`src/rtl/keypad_pkg.sv`:
```
// rtl/keypad_pkg.sv - shared keypad types, idle column value and key-code field positions
package keypad_pkg;

  typedef enum logic [2:0] {
    IDLE,
    PRESS_BOUNCE,
    HOLD,
    RELEASE_BOUNCE,
    DONE
  } state_e;

  localparam logic [3:0] KEYPAD_IDLE = 4'b1111;

  localparam int KEY_ROW_MSB = 3;
  localparam int KEY_ROW_LSB = 2;
  localparam int KEY_COL_MSB = 1;
  localparam int KEY_COL_LSB = 0;

  function automatic logic [1:0] key_row(input logic [3:0] key);
    return key[KEY_ROW_MSB:KEY_ROW_LSB];
  endfunction

  function automatic logic [1:0] key_col(input logic [3:0] key);
    return key[KEY_COL_MSB:KEY_COL_LSB];
  endfunction

endpackage

```
`src/rtl/keypad_matrix_responder_if.sv`:
```
// rtl/keypad_matrix_responder_if.sv - press-command handshake between a test driver and the responder
interface keypad_matrix_responder_if #(
  parameter int HOLD_W = 16
) ();
  logic              cmd_valid;
  logic              cmd_ready;
  logic [3:0]        cmd_key;
  logic [HOLD_W-1:0] cmd_hold;
  logic              cmd_bounce;

  modport master (
    output cmd_valid, cmd_key, cmd_hold, cmd_bounce,
    input  cmd_ready
  );

  modport slave (
    input  cmd_valid, cmd_key, cmd_hold, cmd_bounce,
    output cmd_ready
  );
endinterface

```
`src/rtl/keypad_bounce_gen.sv`:
```
// rtl/keypad_bounce_gen.sv - contact-bounce burst of 2*T phases of L cycles each
// level_o is the contact level for the cycle after the current edge, so the parent can register it.
module keypad_bounce_gen #(
  parameter int T = 4,
  parameter int L = 3
) (
  input  logic clk,
  input  logic rst,
  input  logic start_i,
  input  logic polarity_i,
  output logic level_o,
  output logic finish_o
);

  localparam int PHASE_W = $clog2(2 * T);
  localparam int CYC_W   = (L > 1) ? $clog2(L) : 1;
  localparam logic [PHASE_W-1:0] PHASE_LAST = PHASE_W'(2 * T - 1);
  localparam logic [CYC_W-1:0]   CYC_LAST   = CYC_W'(L - 1);

  logic               active_q, active_d;
  logic               pol_q, pol_d;
  logic [PHASE_W-1:0] phase_q, phase_d;
  logic [CYC_W-1:0]   cyc_q, cyc_d;
  logic               phase_end;
  logic               last;

  assign phase_end = (cyc_q == CYC_LAST);
  assign last      = active_q && phase_end && (phase_q == PHASE_LAST);

  always_comb begin
    active_d = active_q;
    pol_d    = pol_q;
    phase_d  = phase_q;
    cyc_d    = cyc_q;
    if (start_i) begin
      active_d = 1'b1;
      pol_d    = polarity_i;
      phase_d  = '0;
      cyc_d    = '0;
    end else if (active_q) begin
      if (last) begin
        active_d = 1'b0;
        phase_d  = '0;
        cyc_d    = '0;
      end else if (phase_end) begin
        phase_d = phase_q + 1'b1;
        cyc_d   = '0;
      end else begin
        cyc_d = cyc_q + 1'b1;
      end
    end
  end

  // Press bursts close on even phases, release bursts on odd phases.
  assign level_o  = pol_d ? ~phase_d[0] : phase_d[0];
  assign finish_o = last;

  always_ff @(posedge clk) begin
    if (rst) begin
      active_q <= 1'b0;
      pol_q    <= 1'b0;
      phase_q  <= '0;
      cyc_q    <= '0;
    end else begin
      active_q <= active_d;
      pol_q    <= pol_d;
      phase_q  <= phase_d;
      cyc_q    <= cyc_d;
    end
  end

endmodule

```
`src/rtl/keypad_matrix_responder.sv`:
```
// rtl/keypad_matrix_responder.sv - 4x4 keypad emulator answering row scans with column sense
import keypad_pkg::*;

module keypad_matrix_responder #(
  parameter int HOLD_W         = 16,
  parameter int BOUNCE_TOGGLES = 4,
  parameter int BOUNCE_LEN     = 3
) (
  input  logic                       clk,
  input  logic                       rst,
  keypad_matrix_responder_if.slave   cmd,
  input  logic [3:0]                 keypadRow,
  output logic [3:0]                 keypadCol,
  output logic                       busy,
  output logic                       done,
  output logic                       contact
);

  state_e            state_q, state_d;
  logic [HOLD_W-1:0] hold_q, hold_d;
  logic [3:0]        key_q, key_d;
  logic              bounce_q, bounce_d;
  logic              contact_q, contact_d;
  logic              bg_start, bg_pol, bg_level, bg_finish;
  logic              accept;

  keypad_bounce_gen #(
    .T (BOUNCE_TOGGLES),
    .L (BOUNCE_LEN)
  ) u_bounce (
    .clk        (clk),
    .rst        (rst),
    .start_i    (bg_start),
    .polarity_i (bg_pol),
    .level_o    (bg_level),
    .finish_o   (bg_finish)
  );

  assign cmd.cmd_ready = (state_q == IDLE);
  assign accept        = cmd.cmd_valid && (state_q == IDLE);

  always_comb begin
    state_d  = state_q;
    hold_d   = hold_q;
    key_d    = key_q;
    bounce_d = bounce_q;
    bg_start = 1'b0;
    bg_pol   = 1'b0;
    case (state_q)
      IDLE: begin
        if (accept) begin
          key_d    = cmd.cmd_key;
          bounce_d = cmd.cmd_bounce;
          // A zero hold still closes the contact for one cycle.
          hold_d   = (cmd.cmd_hold == '0) ? HOLD_W'(1) : cmd.cmd_hold;
          if (cmd.cmd_bounce) begin
            state_d  = PRESS_BOUNCE;
            bg_start = 1'b1;
            bg_pol   = 1'b1;
          end else begin
            state_d = HOLD;
          end
        end
      end
      PRESS_BOUNCE: begin
        if (bg_finish) state_d = HOLD;
      end
      HOLD: begin
        if (hold_q <= HOLD_W'(1)) begin
          if (bounce_q) begin
            state_d  = RELEASE_BOUNCE;
            bg_start = 1'b1;
          end else begin
            state_d = DONE;
          end
        end else begin
          hold_d = hold_q - 1'b1;
        end
      end
      RELEASE_BOUNCE: begin
        if (bg_finish) state_d = DONE;
      end
      DONE:    state_d = IDLE;
      default: state_d = IDLE;
    endcase
  end

  always_comb begin
    contact_d = 1'b0;
    case (state_d)
      HOLD:                         contact_d = 1'b1;
      PRESS_BOUNCE, RELEASE_BOUNCE: contact_d = bg_level;
      default:                      contact_d = 1'b0;
    endcase
  end

  always_ff @(posedge clk) begin
    if (rst) begin
      state_q   <= IDLE;
      hold_q    <= '0;
      key_q     <= '0;
      bounce_q  <= 1'b0;
      contact_q <= 1'b0;
    end else begin
      state_q   <= state_d;
      hold_q    <= hold_d;
      key_q     <= key_d;
      bounce_q  <= bounce_d;
      contact_q <= contact_d;
    end
  end

  always_comb begin
    keypadCol = KEYPAD_IDLE;
    if (contact_q && !keypadRow[key_row(key_q)]) begin
      keypadCol[key_col(key_q)] = 1'b0;
    end
  end

  assign busy    = (state_q != IDLE);
  assign done    = (state_q == DONE);
  assign contact = contact_q;

endmodule

```
`src/flat_wrapper.sv`:
```
// flat-port wrapper written by rule: the top's interface ports become plain ports
module keypad_matrix_responder_flat 
#(
  parameter int HOLD_W         = 16,
  parameter int BOUNCE_TOGGLES = 4,
  parameter int BOUNCE_LEN     = 3
)
  (clk, rst, keypadRow, keypadCol, busy, done, contact, cmd_cmd_valid, cmd_cmd_key, cmd_cmd_hold, cmd_cmd_bounce, cmd_cmd_ready);
  keypad_matrix_responder_if #(.HOLD_W(HOLD_W)) cmd_i ();
  input  logic clk;
  input  logic rst;
  input  logic [3:0] keypadRow;
  output logic [3:0] keypadCol;
  output logic busy;
  output logic done;
  output logic contact;
  input wire logic [$bits(cmd_i.cmd_valid)-1:0] cmd_cmd_valid;
  input wire logic [$bits(cmd_i.cmd_key)-1:0] cmd_cmd_key;
  input wire logic [$bits(cmd_i.cmd_hold)-1:0] cmd_cmd_hold;
  input wire logic [$bits(cmd_i.cmd_bounce)-1:0] cmd_cmd_bounce;
  output wire logic [$bits(cmd_i.cmd_ready)-1:0] cmd_cmd_ready;
  assign cmd_i.cmd_valid = cmd_cmd_valid;
  assign cmd_i.cmd_key = cmd_cmd_key;
  assign cmd_i.cmd_hold = cmd_cmd_hold;
  assign cmd_i.cmd_bounce = cmd_cmd_bounce;
  assign cmd_cmd_ready = cmd_i.cmd_ready;
  keypad_matrix_responder #(.HOLD_W(HOLD_W), .BOUNCE_TOGGLES(BOUNCE_TOGGLES), .BOUNCE_LEN(BOUNCE_LEN)) u_core (.clk(clk), .rst(rst), .cmd(cmd_i), .keypadRow(keypadRow), .keypadCol(keypadCol), .busy(busy), .done(done), .contact(contact));
endmodule
```
`config.mk`:
```
export PLATFORM = sky130hd
export DESIGN_NAME = keypad_matrix_responder_flat
export DESIGN_NICKNAME = d
export VERILOG_FILES = /design/src/rtl/keypad_pkg.sv /design/src/rtl/keypad_matrix_responder_if.sv /design/src/rtl/keypad_bounce_gen.sv /design/src/rtl/keypad_matrix_responder.sv /design/src/flat_wrapper.sv
export SDC_FILE = /design/constraint.sdc
export NUM_CORES = 1
export LEC_CHECK = 0
export BUFFER_PORTS_ARGS = -buffer_cell sky130_fd_sc_hd__buf_4
export CORE_ASPECT_RATIO = 1.2
export CORE_UTILIZATION = 55
export DETAILED_ROUTE_END_ITERATION = 6
export PLACE_DENSITY = 0.79
export SLEW_MARGIN = 15
export SYNTH_ARGS = -nofsm -noshare
export SYNTH_HDL_FRONTEND = slang
export SYNTH_HIERARCHICAL = 1
export SYNTH_SLANG_ARGS = --single-unit
```
`constraint.sdc`:
```
create_clock -name clk -period 5.6 [get_ports clk]
set_input_delay 0 -clock clk [delete_from_list [all_inputs] [get_ports clk]]
set_output_delay 0 -clock clk [all_outputs]
set_load 0.1 [all_outputs]
```
Word level (Yosys, flattened, before mapping). Index checks and enable logic that the tools add are counted.

Bits in registers: 32. Bits of input ports: 28. Word-level logic and storage cells: 80.

Add/subtract/negate cells: 3. Magnitude comparators: 4. Eq/ne operators: 11. Muxes and demuxes: 34. Bitwise gates (word level): 2. Reduce and logical (&&, ||, !) cells: 16.

Operators with widths (count): $mux 16 (3); $pmux 16 s2 (1); $mux 3 (7); $le 16x1->1 const B (1); $logic_not 16->1 (1); $sub 16x1->16 const B (1); $mux 1 (14); $eq 3x2->1 const B (4); $pmux 3 s4 (1); $eq 3x1->1 const B (2); $eq 3x3->1 const B (2); $lt 2x3->1 const B (2); $mux 2 (3); $logic_and 1x1->1 (5); $mux 4 (1); $not 4->4 (1); $pmux 1 s2 (2); $reduce_and 2->1 (2); $reduce_bool 2->1 (2); $reduce_or 2->1 (2); $add 3x1->3 const B (1); $logic_not 3->1 (1); $reduce_and 3->1 (1); $reduce_bool 3->1 (1); 9 further kinds (9).

Logic depth before layout (Yosys ltp).
Depth in word-level cells: 9. Mapped depth: 13. Gate-level depth less buffers: 13.

By module. The synthesis kept the hierarchy.

By module, submodules not included: keypad_matrix_responder (instances 1, cells each 214, area each 1627.8 um2, sequential area each 500.5 um2); keypad_bounce_gen (instances 1, cells each 43, area each 367.9 um2, sequential area each 140.1 um2).

Worst setup path after synthesis. Ideal clock, no wire load.

Path kind: reg2reg. Start: reg u_core.state_q[2]. End: reg u_core.contact_q, in the netlist u_core/contact. Setup time: 0.074 ns. Arrival: 3.563 ns. Data required time: 5.526 ns. Setup slack: 1.963 ns. Stages on the path, launching flop included: 13. Path buffers: 1. Period minus slack after synthesis: 3.637 ns. Path through: dfxtp_1 -> clkbuf_1 -> or3_1 -> inv_1 -> and3_1 -> a21oi_1 -> inv_1 -> nand2b_1 -> nor3_1 -> nand4b_1 -> o211ai_1 -> o32a_1 -> a31oi_1.

Elaborated cells on any way between the ends: 22. Those cells by class: eq/ne: 6; mux: 12; bitwise: 1; reduce/logical: 3.

RTL lines: start: declaration (line keypad_matrix_responder.sv:19) `state_e state_q, state_d;`; start signal: assignment (line keypad_matrix_responder.sv:105) `state_q <= state_d;`; $logic_not 3->1 *; net cmd_cmd_ready (line flat_wrapper.sv:21) `output wire logic [$bits(cmd_i.cmd_ready)-1:0] cmd_cmd_ready;`; $logic_and 1x1->1 (line keypad_matrix_responder.sv:40) `assign accept = cmd.cmd_valid && (state_q == IDLE);`; $mux 1 (line keypad_matrix_responder.sv:51) `if (accept) begin`; $mux 1 * (line keypad_matrix_responder.sv:49) `case (state_q)`; net u_core.bg_pol (line keypad_matrix_responder.sv:24) `logic bg_start, bg_pol, bg_level, bg_finish;`; $mux 1 * (line keypad_bounce_gen.sv:35) `if (start_i) begin`; $mux 1 * (line keypad_bounce_gen.sv:55) `assign level_o = pol_d ? ~phase_d[0] : phase_d[0];`; net u_core.bg_level (line keypad_matrix_responder.sv:24); $pmux 1 s2 * (line keypad_matrix_responder.sv:90) `case (state_d)`; end signal: assignment (line keypad_matrix_responder.sv:109) `contact_q <= contact_d;`; end: declaration (line keypad_matrix_responder.sv:23) `logic contact_q, contact_d;`.

The timed path passes the listed nets; every way through them passes the cells marked *. A chain may end at the register's enable or synchronous reset.

Worst setup path in the final report.
Start: reg u_core.hold_q[8]. End: reg u_core.contact_q, in the netlist u_core/contact.

Longest elaborated chain between the ends: 7. Elaborated cells on any way between the ends: 14. Those cells by class: order compare: 1; eq/ne: 3; mux: 8; bitwise: 1; reduce/logical: 1.

Ends and longest elaborated chain: start: declaration (line keypad_matrix_responder.sv:20) `logic [HOLD_W-1:0] hold_q, hold_d;`; start signal: assignment (line keypad_matrix_responder.sv:106) `hold_q <= hold_d;`; $le 16x1->1 * (line keypad_matrix_responder.sv:69) `if (hold_q <= HOLD_W'(1)) begin`; $mux 1 * (line keypad_matrix_responder.sv:69); $pmux 1 s2 * (line keypad_matrix_responder.sv:49); net u_core.bg_start (line keypad_matrix_responder.sv:24); $mux 1 (line keypad_bounce_gen.sv:35); $not 1->1 (line keypad_bounce_gen.sv:55); $mux 1 * (line keypad_bounce_gen.sv:55); net u_core.bg_level (line keypad_matrix_responder.sv:24); $pmux 1 s2 * (line keypad_matrix_responder.sv:90).

Marks and branches as above.

==> run metrics <==
average wire per standard cell 15.54 um; Multi-input gate area 1242 um^2; synth warn 6; crit-path max FO 7; global-route wire length before repair 8.321 mm; core footprint 3396 um^2; FILL cells 291; Buffers on Ports 35; xor and xnor fraction of the mapped netlist area 0.4389%; Reg area 640.6 um^2; CTS tree done; hold buffers post-CTS 4; CTS Sinks 32; DIE AREA around 3900 um^2; Post-DRT Antenna Nets 0; Ports 36; status finished, violations left; final setup TNS 0 ns; Syn Area/Cell 7.765 um^2; VDD IR max 0.2026 mV; Synth area leaders dfxtp_1 32%, a21oi_1 7.5%, nor2_1 5.3%; largest area contributor in the netlist dfxtp_1; Final HPWL DP 3.535 mm; Worst EP required 5.76 ns; Max stage delay on crit path 0.67 ns; Die X 56.99 um; crit path cell chain or4_1 > or3_4 > nor3_1 > a21oi_1 > inv_1 > nand2b_1 > nor3_1 > nand4b_1 > o211ai_1 > o32a_1 > a31oi_1; worst-margin pin slew 0.9988 ns; worst hold-check path type input port to flop; vias in the first global route approximately 1900; Final min period 3.011 ns; Overflow after GRT 0; cell family with most CP delay simple AND/OR/NAND/NOR gates; Max Fclk 0.3321 GHz; Routed Wire Length 5.049 mm; vias per cell 6.314; skew final 0.009192 ns; final net count 319; H-Tree Depth 2; largest net degree at the start of global routing 28; slowest cell on the critical path or4_1; number of setup buffers added after CTS 0; largest family of logic cells by synthesized area simple AND/OR/NAND/NOR gates; Synth Area in Compound Gates around 24%; non-filler instance count after layout 325; Synth Register Bits 32; Yosys cell types between 50 and 60; Longest Clk Path Bufs 2; initial antenna violation count 0; placed insts 313; Tot GR Track Use 28.17%; Max Slew Vio Count 0; # setup viols final 0; Area growth syn-to-layout 19.87%; Buf/Inv on CP 1; RSZ-0062 raised after global routing no; Final Hold Viols 0; layout cell share with drive strength beyond 1 19.44%; simple-gate portion of the synthesized area between 30% and 40%; number of buffers created by CTS 5; drt drc 4; Crit path top cell by count nor3_1; Final Wtd Congestion 0.9370; clk slew on worst S/H paths 0.07 ns; number of DRC markers in iteration 0 about 150; violated checks design-rule violations; number of synthesized flops with an enable pin 0; via count 2052; Pwr Density 336.1 nW/um^2; critical path class flop to flop; row cnt 23; Initial DRT Pass Iterations 6; Worst Setup Start Kind flop; Root Buffer clkbuf_8; mux contribution to synthesized area 1.129%; die height 67.99 um; asr flop ratio synth 0%; leakage 0.9604 nW; WP data arrival 3.17 ns; Post-Synth Adder-Cell Area 2.508%; CP endpoint kind flop; later-pin clock latency in the skew report between 0.2 and 0.3 ns; Starting Density 58.77%; post-synthesis cell count 257; PostCTS Resize Cnt 0; Post-Syn Area ~2000 um^2; max_slew headroom 33.41%; Max-Cap Viols 0; Final Cycle Share 53.76%; Net Count, Synth between 200 and 300; Ant. Diodes 0; Synth Flop Type dfxtp_1; sequential share of the synthesized area 32.10%; Yosys top cell area share roughly a third
cell usage after synthesis, drive strengths merged (2+ instances only):
master / number
o32ai: 3
o21ai: 4
nand3: 8
ha: 4
nor4: 9
inv: 6
nand2b: 4
a211oi: 2
o311ai: 6
or3: 5
o31ai: 6
or4: 3
nor3: 14
a22oi: 3
buf: 6
a21oi: 31
or2: 2
nor2: 28
nand2: 27
a31oi: 2
and2: 3
nor3b: 6
nand4b: 2
nand3b: 4
and3: 4
clkbuf: 11
dfxtp: 32
path summary, 6_finish.rpt:
check / start / end / slack [ns] / cells past startpoint
worst max-delay path: u_core/hold_q[8] / u_core/contact / 2.59 / 11
worst min-delay path: cmd_cmd_key[2] / u_core/key_q[2] / 0.02 / 3
worst max register to register: u_core/hold_q[8] / u_core/contact / 2.59 / 11
worst min register to register: u_core/u_bounce/phase_q[2] / u_core/u_bounce/phase_q[2] / 0.46 / 2
layout make-up:
cell class	instances	area share (%)
Clock buffer	7	4.027
Clock inverter	1	1.255
Inverter	7	1.098
Timing Repair Buffer	40	12.97
Multi-Input combinational cell	201	51.94
Tap cell	37	1.935
Sequential cell	32	26.78
worst min-delay path, delay by kind of cell:
family / cells / cell delay, ns
buffers and inverters: 1 / 0.11
and+or+nand+nor: 1 / 0.07
AOI/OAI and AO/OA: 1 / 0.06
stage by stage:
step           util (%)  hold WS, ns  worst slack, ns  area (um^2)  total power [mW]
2_1_floorplan         -      0.06907            1.963         1996            0.4999
3_3_place_gp      65.55       0.2487            2.734         2226            0.5588
3_5_place_dp      65.55       0.2574            2.647         2226            0.5622
4_1_cts           70.45     0.006331            2.620         2392            0.8055
5_1_grt           70.45      0.02413            2.470         2392            0.8489
6_report          70.45      0.01811            2.589         2392            0.8041
state kept, by name (all words and copies together), names as in the netlist:
name	count
u_core/contact	1
u_core/key_q	4
u_core/u_bounce/pol_q	1
u_core/u_bounce/active_q	1
u_core/u_bounce/cyc_q	2
u_core/hold_q	16
u_core/state_q	3
u_core/bounce_q	1
u_core/u_bounce/phase_q	3
routing by layer:
layer / wire length (um) / GRT usage (%) / vias to the layer above
met3: 288 / 4.348 / 9
li1: - / - / 1019
met2: 2626 / 52.21 / 80
met1: 2029 / 32.18 / 944
met5: 0 / 0 / -
met4: 104 / 12.20 / 0
power breakdown:
| group | switching (mW) | total, mW | internal, mW |
|---|---|---|---|
| Clock | 0.0829 | 0.240 | 0.157 |
| Combinational | 0.182 | 0.280 | 0.0979 |
| Sequential | 0.0302 | 0.284 | 0.254 |
logic make-up after synthesis:
logic type      Yosys count
compound gates           71
flops                    32
fa+ha+maj                 4
xor+xnor                  1
simple gates            124
buf+inv                  24
mux                       1
layout by cell type (no fill, tap or decap), types with 7 or more instances in the layout:
| master | Yosys | final |
|---|---|---|
| nor3_1 | 14 | 14 |
| buf_4 | 1 | 36 |
| dfxtp_1 | 32 | 32 |
| clkbuf_8 | 0 | 7 |
| nor4_1 | 7 | 7 |
| nand2_1 | 27 | 27 |
| nor2_1 | 28 | 28 |
| nand3_1 | 8 | 8 |
| a21oi_1 | 30 | 30 |
(Power assumes the default switching activity.)
